$ cat src/rtl/ps2_frame_receiver.sv
// ---------------------------------------------------------------------------
// ps2_frame_receiver
//   Conditions the raw PS/2 clock/data lines in the clk domain. It then
//   assembles 11-bit frames (start, d0..d7 LSB-first, odd parity, stop) and
//   validates them. It also tracks make/break codes so that keyFrame holds
//   the frame of the currently pressed key.
//
// Ports
//   clk        in   system clock, all state on the rising edge
//   resetN     in   asynchronous active-low reset
//   ps2Clk     in   raw PS/2 clock, asynchronous to clk
//   ps2Data    in   raw PS/2 data, asynchronous to clk
//   keyFrame   out  [10:0] frame of the held key, 0 when no key is held
//   frameOut   out  [10:0] last valid frame received
//   frameValid out  one-cycle pulse when frameOut updates
//   frameErr   out  one-cycle pulse on start/stop/parity error or timeout
//
// FSM states
//   ST_IDLE  | waiting for a start bit (fall strobe with data 0)
//   ST_SHIFT | collecting bits 2..11, gap timer running
//   ST_CHECK | one cycle: validate the frame and update key tracking
// ---------------------------------------------------------------------------
module ps2_frame_receiver #(
    parameter int FILTER_LEN     = 4,
    parameter int TIMEOUT_CYCLES = 100000
) (
    input  logic        clk,
    input  logic        resetN,
    input  logic        ps2Clk,
    input  logic        ps2Data,
    output logic [10:0] keyFrame,
    output logic [10:0] frameOut,
    output logic        frameValid,
    output logic        frameErr
);

    localparam int FW = $clog2(FILTER_LEN + 1);
    localparam int GW = $clog2(TIMEOUT_CYCLES + 1);
    localparam logic [FW-1:0] FILT_LAST = FW'(FILTER_LEN - 1);
    localparam logic [GW-1:0] GAP_MAX   = GW'(TIMEOUT_CYCLES);

    typedef enum logic [1:0] {
        ST_IDLE  = 2'd0,
        ST_SHIFT = 2'd1,
        ST_CHECK = 2'd2
    } state_t;

    // input conditioning
    logic          r_clk_s1, r_clk_s2;
    logic          r_dat_s1, r_dat_s2;
    logic          r_filt, r_filt_d;
    logic [FW-1:0] r_fcnt;
    logic          w_fall;

    // frame state
    state_t        r_state, w_state_nxt;
    logic [10:0]   r_shreg, w_shreg_nxt;
    logic [3:0]    r_bitcnt, w_bitcnt_nxt;
    logic [GW-1:0] r_gap, w_gap_nxt;
    logic [10:0]   r_frame_out, w_frame_out_nxt;
    logic [10:0]   r_key, w_key_nxt;
    logic          r_break, w_break_nxt;
    logic          r_valid, w_valid_nxt;
    logic          r_err, w_err_nxt;

    logic [10:0]   w_shifted;
    logic [7:0]    w_byte;
    logic          w_frame_ok;

    assign w_fall = r_filt_d & ~r_filt;

    // The filter counts consecutive synchronized samples that disagree with
    // the filtered level. Any agreeing sample restarts the count.
    always_ff @(posedge clk or negedge resetN) begin
        if (!resetN) begin
            r_clk_s1 <= 1'b1;
            r_clk_s2 <= 1'b1;
            r_dat_s1 <= 1'b1;
            r_dat_s2 <= 1'b1;
            r_filt   <= 1'b1;
            r_filt_d <= 1'b1;
            r_fcnt   <= '0;
        end else begin
            r_clk_s1 <= ps2Clk;
            r_clk_s2 <= r_clk_s1;
            r_dat_s1 <= ps2Data;
            r_dat_s2 <= r_dat_s1;
            r_filt_d <= r_filt;
            if (r_clk_s2 == r_filt) begin
                r_fcnt <= '0;
            end else if (r_fcnt == FILT_LAST) begin
                r_fcnt <= '0;
                r_filt <= r_clk_s2;
            end else begin
                r_fcnt <= r_fcnt + 1'b1;
            end
        end
    end

    always_ff @(posedge clk or negedge resetN) begin
        if (!resetN) begin
            r_state     <= ST_IDLE;
            r_shreg     <= '0;
            r_bitcnt    <= '0;
            r_gap       <= '0;
            r_frame_out <= '0;
            r_key       <= '0;
            r_break     <= 1'b0;
            r_valid     <= 1'b0;
            r_err       <= 1'b0;
        end else begin
            r_state     <= w_state_nxt;
            r_shreg     <= w_shreg_nxt;
            r_bitcnt    <= w_bitcnt_nxt;
            r_gap       <= w_gap_nxt;
            r_frame_out <= w_frame_out_nxt;
            r_key       <= w_key_nxt;
            r_break     <= w_break_nxt;
            r_valid     <= w_valid_nxt;
            r_err       <= w_err_nxt;
        end
    end

    assign w_shifted = {r_shreg[9:0], r_dat_s2};

    // shreg[9] holds d0, so the byte is shreg[9:2] bit-reversed
    always_comb begin
        w_byte = '0;
        for (int i = 0; i < 8; i++) begin
            w_byte[i] = r_shreg[9-i];
        end
    end

    assign w_frame_ok = ~r_shreg[10] & r_shreg[0] & (^r_shreg[9:1]);

    always_comb begin
        w_state_nxt     = r_state;
        w_shreg_nxt     = r_shreg;
        w_bitcnt_nxt    = r_bitcnt;
        w_gap_nxt       = r_gap;
        w_frame_out_nxt = r_frame_out;
        w_key_nxt       = r_key;
        w_break_nxt     = r_break;
        w_valid_nxt     = 1'b0;
        w_err_nxt       = 1'b0;

        case (r_state)
            ST_IDLE: begin
                w_gap_nxt = '0;
                if (w_fall && !r_dat_s2) begin
                    w_shreg_nxt  = w_shifted;
                    w_bitcnt_nxt = 4'd1;
                    w_state_nxt  = ST_SHIFT;
                end
            end

            ST_SHIFT: begin
                if (w_fall) begin
                    w_shreg_nxt  = w_shifted;
                    w_bitcnt_nxt = r_bitcnt + 4'd1;
                    w_gap_nxt    = '0;
                    if (r_bitcnt == 4'd10) begin
                        w_state_nxt = ST_CHECK;
                    end
                end else if (r_gap >= GAP_MAX) begin
                    w_err_nxt    = 1'b1;
                    w_bitcnt_nxt = '0;
                    w_gap_nxt    = '0;
                    w_state_nxt  = ST_IDLE;
                end else begin
                    w_gap_nxt = r_gap + 1'b1;
                end
            end

            ST_CHECK: begin
                w_bitcnt_nxt = '0;
                w_state_nxt  = ST_IDLE;
                if (w_frame_ok) begin
                    w_frame_out_nxt = r_shreg;
                    w_valid_nxt     = 1'b1;
                    if (w_byte == 8'hF0) begin
                        w_break_nxt = 1'b1;
                    end else if (w_byte == 8'hE0) begin
                        w_break_nxt = r_break;
                    end else if (r_break) begin
                        w_break_nxt = 1'b0;
                        if (r_shreg == r_key) begin
                            w_key_nxt = '0;
                        end
                    end else begin
                        w_key_nxt = r_shreg;
                    end
                end else begin
                    w_err_nxt = 1'b1;
                end
            end

            default: begin
                w_state_nxt = ST_IDLE;
            end
        endcase
    end

    assign keyFrame   = r_key;
    assign frameOut   = r_frame_out;
    assign frameValid = r_valid;
    assign frameErr   = r_err;

endmodule

$ cat config.mk
export PLATFORM = sky130hd
export DESIGN_NAME = ps2_frame_receiver
export DESIGN_NICKNAME = d
export VERILOG_FILES = /design/src/rtl/ps2_frame_receiver.sv
export SDC_FILE = /design/constraint.sdc
export NUM_CORES = 1
export LEC_CHECK = 0
export ABC_AREA = 1
export CAP_MARGIN = 40
export CORE_UTILIZATION = 45
export CTS_CLUSTER_SIZE = 14
export DETAILED_ROUTE_END_ITERATION = 10
export MAX_ROUTING_LAYER = met4
export PLACE_DENSITY = 0.72
export REMOVE_ABC_BUFFERS = 1
export SYNTH_ARGS = -nofsm -noshare
export SYNTH_HDL_FRONTEND = slang
export SYNTH_SLANG_ARGS = --single-unit
$ cat constraint.sdc
create_clock -name clk -period 2.6 [get_ports clk]
set_clock_uncertainty 0.1 [all_clocks]
set_input_delay 0.78 -clock clk [delete_from_list [all_inputs] [get_ports clk]]
set_output_delay 0.78 -clock clk [all_outputs]
set_load 0.005 [all_outputs]
==> flow_metrics.py <==
metrics = {
    "clock_network": {
        "root_buffer": "clkbuf_8",
        "cts_buffer_depth": 2,
        "path_clk_slew_ns": 0.07,
        "insertion_delay_ns": 0.35,
        "clock_sinks": 68,
        "postCtsSetupBuffers": 0,
        "cts_buffers": 9,
        "cts_resized": 0,
        "htree_levels": 3,
        "hold_buffers": 0,
        "cts_tree": "done",
    },
    "pwr": {
        "clkPwrFrac_pct": 26.0,
        "vdd_ir_drop_max_mv": 0.6086,
        "power.switching_uw": 1688,
        "power_density_nw_per_um2": 1090,
        "p_sw_share_pct": 37.96,
        "leakage_uw": 0.001919,
        "seqPwrFrac_pct": 35.4,
        "combPwrFrac_pct": 38.6,
        "internal_power_uw": 2759,
    },
    "hold_path": {
        "holdCritPathClass": "flip-flop to flip-flop",
    },
    "setup_path": {
        "r2r_start": "r_shreg[3]",
        "reg2reg_to": "keyFrame[3]",
        "crit_chain": "inv_2 -> nand2_1 -> nand2_1 -> nand2_1 -> nand2_1 -> nand2_1 -> nand3_1 -> nand2_1 -> nor2_4 -> nand3_2 -> nand2_1 -> nand2_1",
        "startpoint": "r_shreg[3]",
        "worst-setup-path-type": "flip-flop to flip-flop",
        "r2r_slack_ns": 0.39,
        "cp-end-kind": "flip-flop",
        "critPathLaunchType": "flip-flop",
        "critical_path.max_fanout": 14,
        "rr_worst_depth": 12,
        "timing.critical_path.buf_inv": 1,
        "slowest_delay_ns": 0.47,
        "crit_top_cell": "nand2_1",
        "critical_path.top_delay_family": "simple AND/OR/NAND/NOR gates",
        "crit_cells": 12,
        "critPathSlowestCell": "dfrtp_1",
        "crit_end": "keyFrame[3]",
        "arrival_ns": 2.35,
        "required_ns": 2.73,
    },
    "grt": {
        "use_met1_pct": 27.71,
        "grt_pass1_vias": 2607,
        "track_usage_pct": 20.39,
        "grt_overflow_total": 0,
        "antenna_found_initial": 0,
        "grt_start_max_net_pins": 31,
        "met2_usage_pct": 29.49,
        "grt_pass1_wl_microns": 11870,
        "top_usage_layer": "met2",
        "met3_usage_pct": 5.817,
    },
    "floorplanning": {
        "core-area_sq_um": 7292,
        "num_rows": 31,
        "pin_count": 28,
        "initial_core_util_pct": 46.95,
        "die_h_microns": 89.22,
        "die_area_sq_um": 7960,
        "die_x_microns": 89.22,
    },
    "logic_synthesis": {
        "ys_seq_area_share_pct": 49.93,
        "synth-warning-count": 0,
        "synth_seq_cells": 68,
        "netlist.area_leader.share_pct": 45.32,
        "yosysTopAreaCell": "dfrtp_1",
        "synthCells": 418,
        "synth.cell_area_sq_um": 3423,
        "synth-main-ff-cell": "dfrtp_1",
        "yosys-top-cells-area": "dfrtp_1, nand2_1, nor2_1",
        "synth_cell_type_count": 32,
        "synth_edf_count": 0,
        "async_reset_ff_share_pct": 100.0,
        "syn_area_per_cell_sq_um": 8.190,
    },
    "timing": {
        "grt_setup_unrepaired": "false",
        "slew_headroom_pct": 53.69,
        "hold_viol_final": 0,
        "min_period_ns": 2.215,
        "fin_crit_sh_pct": 85.19,
        "max_freq_ghz": 0.4515,
        "worst-slew-pin-transition_ns": 0.6947,
        "setup_tns_ns": 0,
        "setup_viol": 0,
        "finalMaxSlewViolations": 0,
        "timing.hold.ws_ns": 0.2569,
    },
    "routing": {
        "dr.first_iter.drc_count": 162,
        "routed_wl_microns": 6806,
        "ant_nets": 0,
        "vias": 2761,
        "wl_per_cell_microns": 12.24,
        "viasPerCell": 4.966,
        "first_pass_iters": 4,
        "route.detailed.drc": 0,
    },
    "cells_and_area": {
        "area_growth_pct": 19.23,
        "num-nets-final": 465,
        "drive_gt1_share_pct": 10.07,
        "n_antenna_cell": 0,
        "fillers": 659,
    },
    "status": {
        "status": "finished, final reports clean",
    },
    "job": {
        "cap_violations": 0,
    },
    "place": {
        "dpl.hpwl_microns": 4790,
        "numPortBuffers": 27,
        "place.gp.congestion": 0.8689,
    },
}
-- layout make-up --
class	instances	area (sq um)	area share, %
sequential	68	1709	41.88
clock buffer	12	145.1	3.556
timing repair buffer	33	322.8	7.909
inverter	43	161.4	3.955
multi-input combinational	297	1499	36.73
tap	99	123.9	3.035
clock inverter	4	120.1	2.943
-- logic make-up (layout without fill, tap and decap cells) --
kind of cell / count (synthesis) / after routing / share of synthesized area [%]
muxes: 1 / 1 / 0.3289
and+or+nand+nor: 220 / 220 / 27.41
adders and majority gates: 9 / 9 / 3.290
buffers and inverters: 53 / 92 / 6.287
AOI/OAI and AO/OA: 48 / 48 / 7.894
DFF: 68 / 68 / 49.93
xor gates and xnor gates: 19 / 19 / 4.861
-- power by group through the flow --
stage,sequential [uW],clock [uW],combinational [uW]
5_1_grt,1610,1220,1990
2_1_floorplan,1540,0,1140
6_report,1570,1160,1720
4_1_cts,1570,1170,1730
3_5_place_dp,1590,0,1720
3_3_place_gp,1580,0,1670
-- metal layers --
layer / share of wire (%) / wire, microns
met1: 50 / 3424
met3: 5.5 / 372
met5: 0 / 0
met4: 1.2 / 83
met2: 43 / 2926
-- through the flow --
stage | instance area [sq um] | power (uW) | setup slack, ns | instances | util [%]
2_1_floorplan | 3369 | 2688 | 0.6741 | 408 | -
3_3_place_gp | 3816 | 3254 | 0.4741 | 540 | 52.33
3_5_place_dp | 3816 | 3306 | 0.4307 | 540 | 52.33
4_1_cts | 4081 | 4473 | 0.4041 | 556 | 55.97
5_1_grt | 4081 | 4812 | 0.1639 | 556 | 55.97
6_report | 4081 | 4447 | 0.3850 | 556 | 55.97
-- worst register-to-register path: cells and delay by family (launching register included) --
| kind | cells | cell delay (ns) |
|---|---|---|
| buffers and inverters | 1 | 0.14 |
| flip-flops | 1 | 0.47 |
| AND/OR/NAND/NOR | 11 | 1.41 |
-- Yosys cell counts, drive strengths merged (9+ instances only) --
| cell type | number |
|---|---|
| a21oi | 9 |
| nand4 | 13 |
| ha | 9 |
| dfrtp | 62 |
| nor3 | 9 |
| nand2 | 125 |
| xnor2 | 14 |
| nor2 | 50 |
| inv | 43 |
| o21ai | 34 |
| nand3 | 16 |
-- placed cells by master (no fill, tap or decap), drive strengths merged --
cell type      count
dfstp              6
xnor2             14
clkbuf            12
nor3               9
clkdlybuf4s50     26
or4                1
nor4               3
o21ai             34
o22ai              4
inv               43
a21boi             1
nor3b              2
mux2               1
buf                7
nand4             13
a21oi              9
nand3             16
bufinv             4
or2                1
nand2            125
nor2              50
ha                 9
dfrtp             62
xor2               5
-- how the worst min path moves through the flow --
stage	from	endpoint	slack, ns	cells after the start
finish	r_clk_s1	r_clk_s2	0.26	0
global placement	r_dat_s1	r_dat_s2	0.25	0
detailed placement	r_clk_s1	r_clk_s2	0.25	0
CTS	r_clk_s1	r_clk_s2	0.26	0
global route	r_clk_s1	r_clk_s2	0.26	0
floorplan	r_clk_s1	r_clk_s2	0.25	0
-- state kept, by name, indices dropped and copies added, names as in the netlist --
signal	cells
r_state	2
r_clk_s1	1
r_filt	1
r_bitcnt	4
keyFrame	11
frameOut	11
r_fcnt	3
r_break	1
r_filt_d	1
r_shreg	11
frameErr	1
frameValid	1
r_clk_s2	1
r_gap	17
r_dat_s2	1
r_dat_s1	1
Power figures use the tool's default switching activity.
